## config.mk

```make
export PLATFORM = sky130hd
export DESIGN_NAME = apb_timer_slave
export DESIGN_NICKNAME = d
export VERILOG_FILES = /design/src/rtl/apb_timer_slave.sv
export SDC_FILE = /design/constraint.sdc
export NUM_CORES = 1
export LEC_CHECK = 0
export ABC_CLOCK_PERIOD_IN_PS = 2210
export CAP_MARGIN = 40
export CORE_MARGIN = 2
export CORE_UTILIZATION = 40
export CTS_CLUSTER_DIAMETER = 60
export CTS_CLUSTER_SIZE = 30
export DETAILED_ROUTE_END_ITERATION = 8
export GPL_TIMING_DRIVEN = 0
export HOLD_SLACK_MARGIN = 0.08
export PLACE_DENSITY = 0.75
export SLEW_MARGIN = 40
export SYNTH_ARGS = -nofsm -noshare
export SYNTH_HDL_FRONTEND = slang
export SYNTH_SLANG_ARGS = --single-unit
```

## constraint.sdc

```tcl
create_clock -name pclk -period 2.21 [get_ports pclk]
set_input_delay 0.442 -clock pclk [delete_from_list [all_inputs] [get_ports pclk]]
set_output_delay 0.442 -clock pclk [all_outputs]
set_load 0.05 [all_outputs]
```

## src/rtl/apb_timer_slave.sv

```systemverilog
// apb_timer_slave: APB slave exposing a down-counting timer with auto-reload,
// a sticky expiry flag and an interrupt line. Every transfer is stretched by
// WAIT_STATES access cycles before pready is raised.
//
// Ports:
//   pclk, presetn            clock, synchronous active-low reset
//   psel, penable, pwrite    APB control
//   paddr, pwdata            APB byte address / write data
//   prdata, pready, pslverr  APB response (prdata/pslverr zero unless pready)
//   irq                      INTSTAT[0] & CTRL[2]
//
// Register map (offset = paddr[7:0]):
//   0x00 CTRL    RW  [0] en, [1] reload, [2] irq_en
//   0x08 LOAD    RW  [CNT_WIDTH-1:0]; a write also loads VALUE
//   0x10 VALUE   RO  current count
//   0x18 INTSTAT W1C [0] expired
module apb_timer_slave #(
  parameter int PADDR_WIDTH = 30,
  parameter int DATA_WIDTH  = 64,
  parameter int CNT_WIDTH   = 32,
  parameter int WAIT_STATES = 1
) (
  input  logic                   pclk,
  input  logic                   presetn,
  input  logic                   psel,
  input  logic                   penable,
  input  logic [PADDR_WIDTH-1:0] paddr,
  input  logic                   pwrite,
  input  logic [DATA_WIDTH-1:0]  pwdata,
  output logic [DATA_WIDTH-1:0]  prdata,
  output logic                   pready,
  output logic                   pslverr,
  output logic                   irq
);

  localparam logic [7:0] OFF_CTRL    = 8'h00;
  localparam logic [7:0] OFF_LOAD    = 8'h08;
  localparam logic [7:0] OFF_VALUE   = 8'h10;
  localparam logic [7:0] OFF_INTSTAT = 8'h18;
  localparam logic [3:0] WAIT_LOAD   = 4'(WAIT_STATES);

  logic [2:0]            ctrl;
  logic [CNT_WIDTH-1:0]  load_q;
  logic [CNT_WIDTH-1:0]  value_q;
  logic                  intstat;
  logic [3:0]            wait_cnt;
  // Set by a setup phase, cleared on completion, abort or reset. Keeps an
  // access phase that was not preceded by a setup (e.g. one that straddled a
  // reset) from completing on a zeroed wait counter.
  logic                  armed;

  logic [7:0]            offset;
  logic                  addr_err;
  logic                  acc_err;
  logic                  wr_ok;
  logic                  expire;
  logic [DATA_WIDTH-1:0] rd_mux;
  logic                  unused_bits;

  assign offset      = paddr[7:0];
  assign unused_bits = ^{paddr[PADDR_WIDTH-1:8], pwdata};

  always_comb begin
    addr_err = 1'b0;
    rd_mux   = '0;
    case (offset)
      OFF_CTRL:    rd_mux = DATA_WIDTH'(ctrl);
      OFF_LOAD:    rd_mux = DATA_WIDTH'(load_q);
      OFF_VALUE:   rd_mux = DATA_WIDTH'(value_q);
      OFF_INTSTAT: rd_mux = DATA_WIDTH'(intstat);
      default:     addr_err = 1'b1;
    endcase
  end

  assign acc_err = addr_err | (pwrite & (offset == OFF_VALUE));
  assign pready  = psel & penable & armed & (wait_cnt == 4'd0);
  assign pslverr = pready & acc_err;
  assign prdata  = (pready & ~pwrite & ~acc_err) ? rd_mux : '0;
  assign wr_ok   = pready & pwrite & ~acc_err;
  assign expire  = ctrl[0] & (value_q == '0);
  assign irq     = intstat & ctrl[2];

  always_ff @(posedge pclk) begin
    if (!presetn) begin
      ctrl     <= '0;
      load_q   <= '0;
      value_q  <= '0;
      intstat  <= 1'b0;
      wait_cnt <= '0;
      armed    <= 1'b0;
    end else begin
      // Handshake: setup loads the wait budget, access burns it down.
      if (psel && !penable) begin
        wait_cnt <= WAIT_LOAD;
        armed    <= 1'b1;
      end else if (psel && penable) begin
        if (wait_cnt != 4'd0) wait_cnt <= wait_cnt - 4'd1;
        if (pready) armed <= 1'b0;
      end else begin
        armed <= 1'b0;
      end

      // Timer. Register writes below are placed later so they override.
      if (ctrl[0]) begin
        if (value_q != '0)  value_q <= value_q - CNT_WIDTH'(1);
        else if (ctrl[1])   value_q <= load_q;
        else                ctrl[0] <= 1'b0;
      end

      // Expiry beats a simultaneous write-1-to-clear.
      if (expire)
        intstat <= 1'b1;
      else if (wr_ok && (offset == OFF_INTSTAT) && pwdata[0])
        intstat <= 1'b0;

      if (wr_ok) begin
        case (offset)
          OFF_CTRL: ctrl <= pwdata[2:0];
          OFF_LOAD: begin
            load_q  <= pwdata[CNT_WIDTH-1:0];
            value_q <= pwdata[CNT_WIDTH-1:0];
          end
          default: ;
        endcase
      end
    end
  end

endmodule

```

==> results.py <==
metrics = {
    "clock_tree": {
        "tritoncts": "yes",
        "cts_buffers": 9,
        "clock_sinks": 73,
        "clk_pin_slew_ns": 0.06,
        "cts_hold_buf": 0,
        "clk_latency_ns": 0.36,
        "h-tree-depth": 3,
        "root_buffer": "clkbuf_16",
        "cts_max_path_buffers": 2,
    },
    "worst_setup_path": {
        "slowest_delay_ns": 0.50,
        "worstPathMaxFanout": 8,
        "critPathRequiredTime_ns": 1.77,
        "worstPathArrival_ns": 2.30,
        "slowest_stage": "or3_4",
        "start_kind": "flip-flop",
        "path_cells": "inv_2 > ha_4 > nor3b_4 > nand4_1 > or3_4 > clkbuf_16 > nor2_4 > buf_8",
        "path_class": "reg2out",
        "reg2reg_slack_ns": -0.41,
        "crit_path_end_kind": "output pin",
    },
    "outcome": {
        "status": "finished, violations left",
        "violations": "negative setup slack",
    },
    "sta": {
        "slew_viol_final": 0,
        "slew_headroom_pct": 38.2,
        "setup_viol": 97,
        "min_period_over_period_pct": 124,
        "timing.final.ws_setup_ns": -0.533,
        "rsz0062_at_grt": "yes",
        "min_period_ns": 2.74,
        "max_freq_mhz": 365,
        "hold_violations": 0,
        "tightest_slew_ns": 0.927,
        "skew_ns": 0.00852,
    },
    "detailed_routing": {
        "via_per_inst": 6.25,
        "first_pass_iters": 5,
        "wire_per_inst_um": 22.0,
        "totalWireLength_um": 22100,
        "drcViolationCount": 0,
        "vias": 6268,
        "drtIter0Drc": 743,
        "antenna_left": 0,
    },
    "cells_and_area": {
        "final_cell_mix": "buf_4 (89), nand2_1 (65), buf_6 (60), dfxtp_1 (59), nor2_4 (38)",
        "finalNonFillerCells": 1003,
        "diodes": 0,
        "final_common_cell": "buf_4",
        "final_layout_size_suffix_gt1_share_pct": 48.3,
        "area_growth_pct": 83.0,
        "nets": 958,
    },
    "yosys": {
        "ys_ff_latch": 73,
        "synth.lib_cells_used.distinct": 70,
        "synth_mux_area_share_pct": 1.99,
        "synth_edf_count": 0,
        "synth_top_family_by_area": "simple AND/OR/NAND/NOR gates",
        "syn_inst": 651,
        "ys_seq_area_share_pct": 31.0,
        "async_flop_share_pct": 0,
        "synth-main-ff-cell": "dfxtp_1",
        "synth-adder-area-share_pct": 1.06,
        "synth.avg_cell_area_um2": 7.24,
        "synth-compound-area-share_pct": 26.4,
        "yosysWarnings": 0,
        "synth_xor_area_share_pct": 0.929,
        "syn_area_um2": 4720,
        "synth-simple-area-share_pct": 28.7,
    },
    "grt": {
        "grt_pass1_vias": 5753,
        "antenna_found_initial": 0,
        "grt_pass1_wl_um": 31700,
        "track_usage_pct": 32.2,
        "grt_max_degree": 12,
        "grt_remaining_overflow": 0,
    },
    "pwr": {
        "leakagePower_nw": 3.28,
        "p_per_area_nw_per_um2": 371,
        "p_total_mw": 3.20,
        "ir_drop_mv": 0.388,
    },
    "worst_hold_path": {
        "worstHoldPathType": "reg2reg",
    },
    "die": {
        "die_area_um2": 12700,
        "core-area_um2": 11500,
        "die_x_um": 113,
        "die_y_um": 113,
        "placementRows": 39,
        "io_pins": 166,
        "start_util_pct": 41.1,
    },
    "placed_design": {
        "hpwl_um": 12700,
        "routabilityCongestion": 0.963,
        "io_buffers": 77,
        "dpl.cell_count": 902,
    },
    "run": {
        "max_cap_viol_count": 0,
    },
}
==> repair_timing <==
action / in CTS / in global routing
buffers inserted: 64 / 30
cloned: 10 / 0
setup endpoints to repair: 100 / 101
pin swaps: 68 / 69
gates resized for setup: 448 / 156
==> registers in the layout (all words and copies together), names as in the netlist <==
register and flops:
value_q 32, intstat 1, load_q 32, armed 1
ctrl 3, wait_cnt 4
==> cells by family after synthesis <==
kind of cell	after synthesis
xor gates and xnor gates	5
AOI/OAI and AO/OA	192
adders and majority gates	4
DFF	73
muxes	8
and+or+nand+nor	278
other	1
buffers and inverters	90
==> where the power goes <==
group	switching (mW)	internal (mW)	leakage, nW
Clock	0.595	0.816	0.139
Sequential	0.00788	1.32	0.597
Combinational	0.271	0.194	2.54
==> area by class of cell <==
cell class | instances | area [um^2]
clock buffers | 13 | 260
fillers | 803 | 2840
inverters | 12 | 45.0
clock inverters | 3 | 15.0
plain buffers | 72 | 691
repair buffers | 168 | 1750
multi-input cells | 519 | 4190
flip-flops and latches | 73 | 1500
well taps | 143 | 179
==> path summary, 6_finish.rpt <==
path / from / to / cells after the start
worst min-delay path: load_q[31] / load_q[31] / 2
worst max register to register: value_q[19] / value_q[7] / 9
worst min register to register: load_q[31] / load_q[31] / 2
worst max-delay path: wait_cnt[0] / prdata[17] / 8
==> layer usage <==
layer / GRT usage (%) / routed length, um
met5: 0 / 0
met4: 17.2 / 1210
met3: 6.80 / 2320
met2: 51.1 / 10400
met1: 41.1 / 8190
==> per-stage QoR <==
stage | area [um^2] | setup slack, ns | util, % | hold slack (ns) | TNS (ns)
2_1_floorplan | 5250 | -0.145 | - | 0.440 | -4.77
3_3_place_gp | 6190 | -1.53 | 54.0 | 0.454 | -94.03
3_5_place_dp | 6190 | -1.57 | 54.0 | 0.462 | -97.67
4_1_cts | 7960 | -0.440 | 69.4 | 0.468 | -16.14
5_1_grt | 8630 | -0.627 | 75.3 | 0.502 | -35.72
6_report | 8630 | -0.533 | 75.3 | 0.485 | -27.70
==> cell usage after synthesis, types with 3 or more instances <==
cell type	instances	area [um^2]
nand2_1	97	364
dfxtp_1	73	1460
nor2_1	73	274
a21oi_1	66	330
clkbuf_1	37	139
buf_4	33	248
a22oi_1	30	225
o21ai_0	25	125
nor3_1	19	95.1
nand3_1	15	75.1
a31oi_1	12	75.1
inv_1	12	45.0
nor4_1	11	68.8
nand4_1	10	62.6
or3_1	8	50.1
and3_1	7	43.8
o211ai_1	7	52.6
a22o_1	6	52.6
mux2i_1	6	60.1
buf_2	5	25.0
or4_1	5	37.5
ha_1	4	50.1
nor2b_1	4	25.0
nor3b_1	4	30.0
o21ai_1	4	20.0
xor2_1	4	35.0
a211oi_1	3	22.5
a21o_1	3	22.5
a221oi_1	3	26.3
a32oi_1	3	26.3
and4_1	3	26.3
buf_1	3	11.3
nand2b_1	3	18.8
o21bai_1	3	22.5
o31a_1	3	26.3
o31ai_1	3	22.5
or2_2	3	18.8
==> worst max-delay path: cells and delay by family, from the launching register on <==
family                     cells  cell delay (ns)
and+or+nand+nor                4             1.03
buffers and inverters          3             0.46
DFF                            1             0.33
adders and majority gates      1             0.12
(Power assumes the default switching activity.)
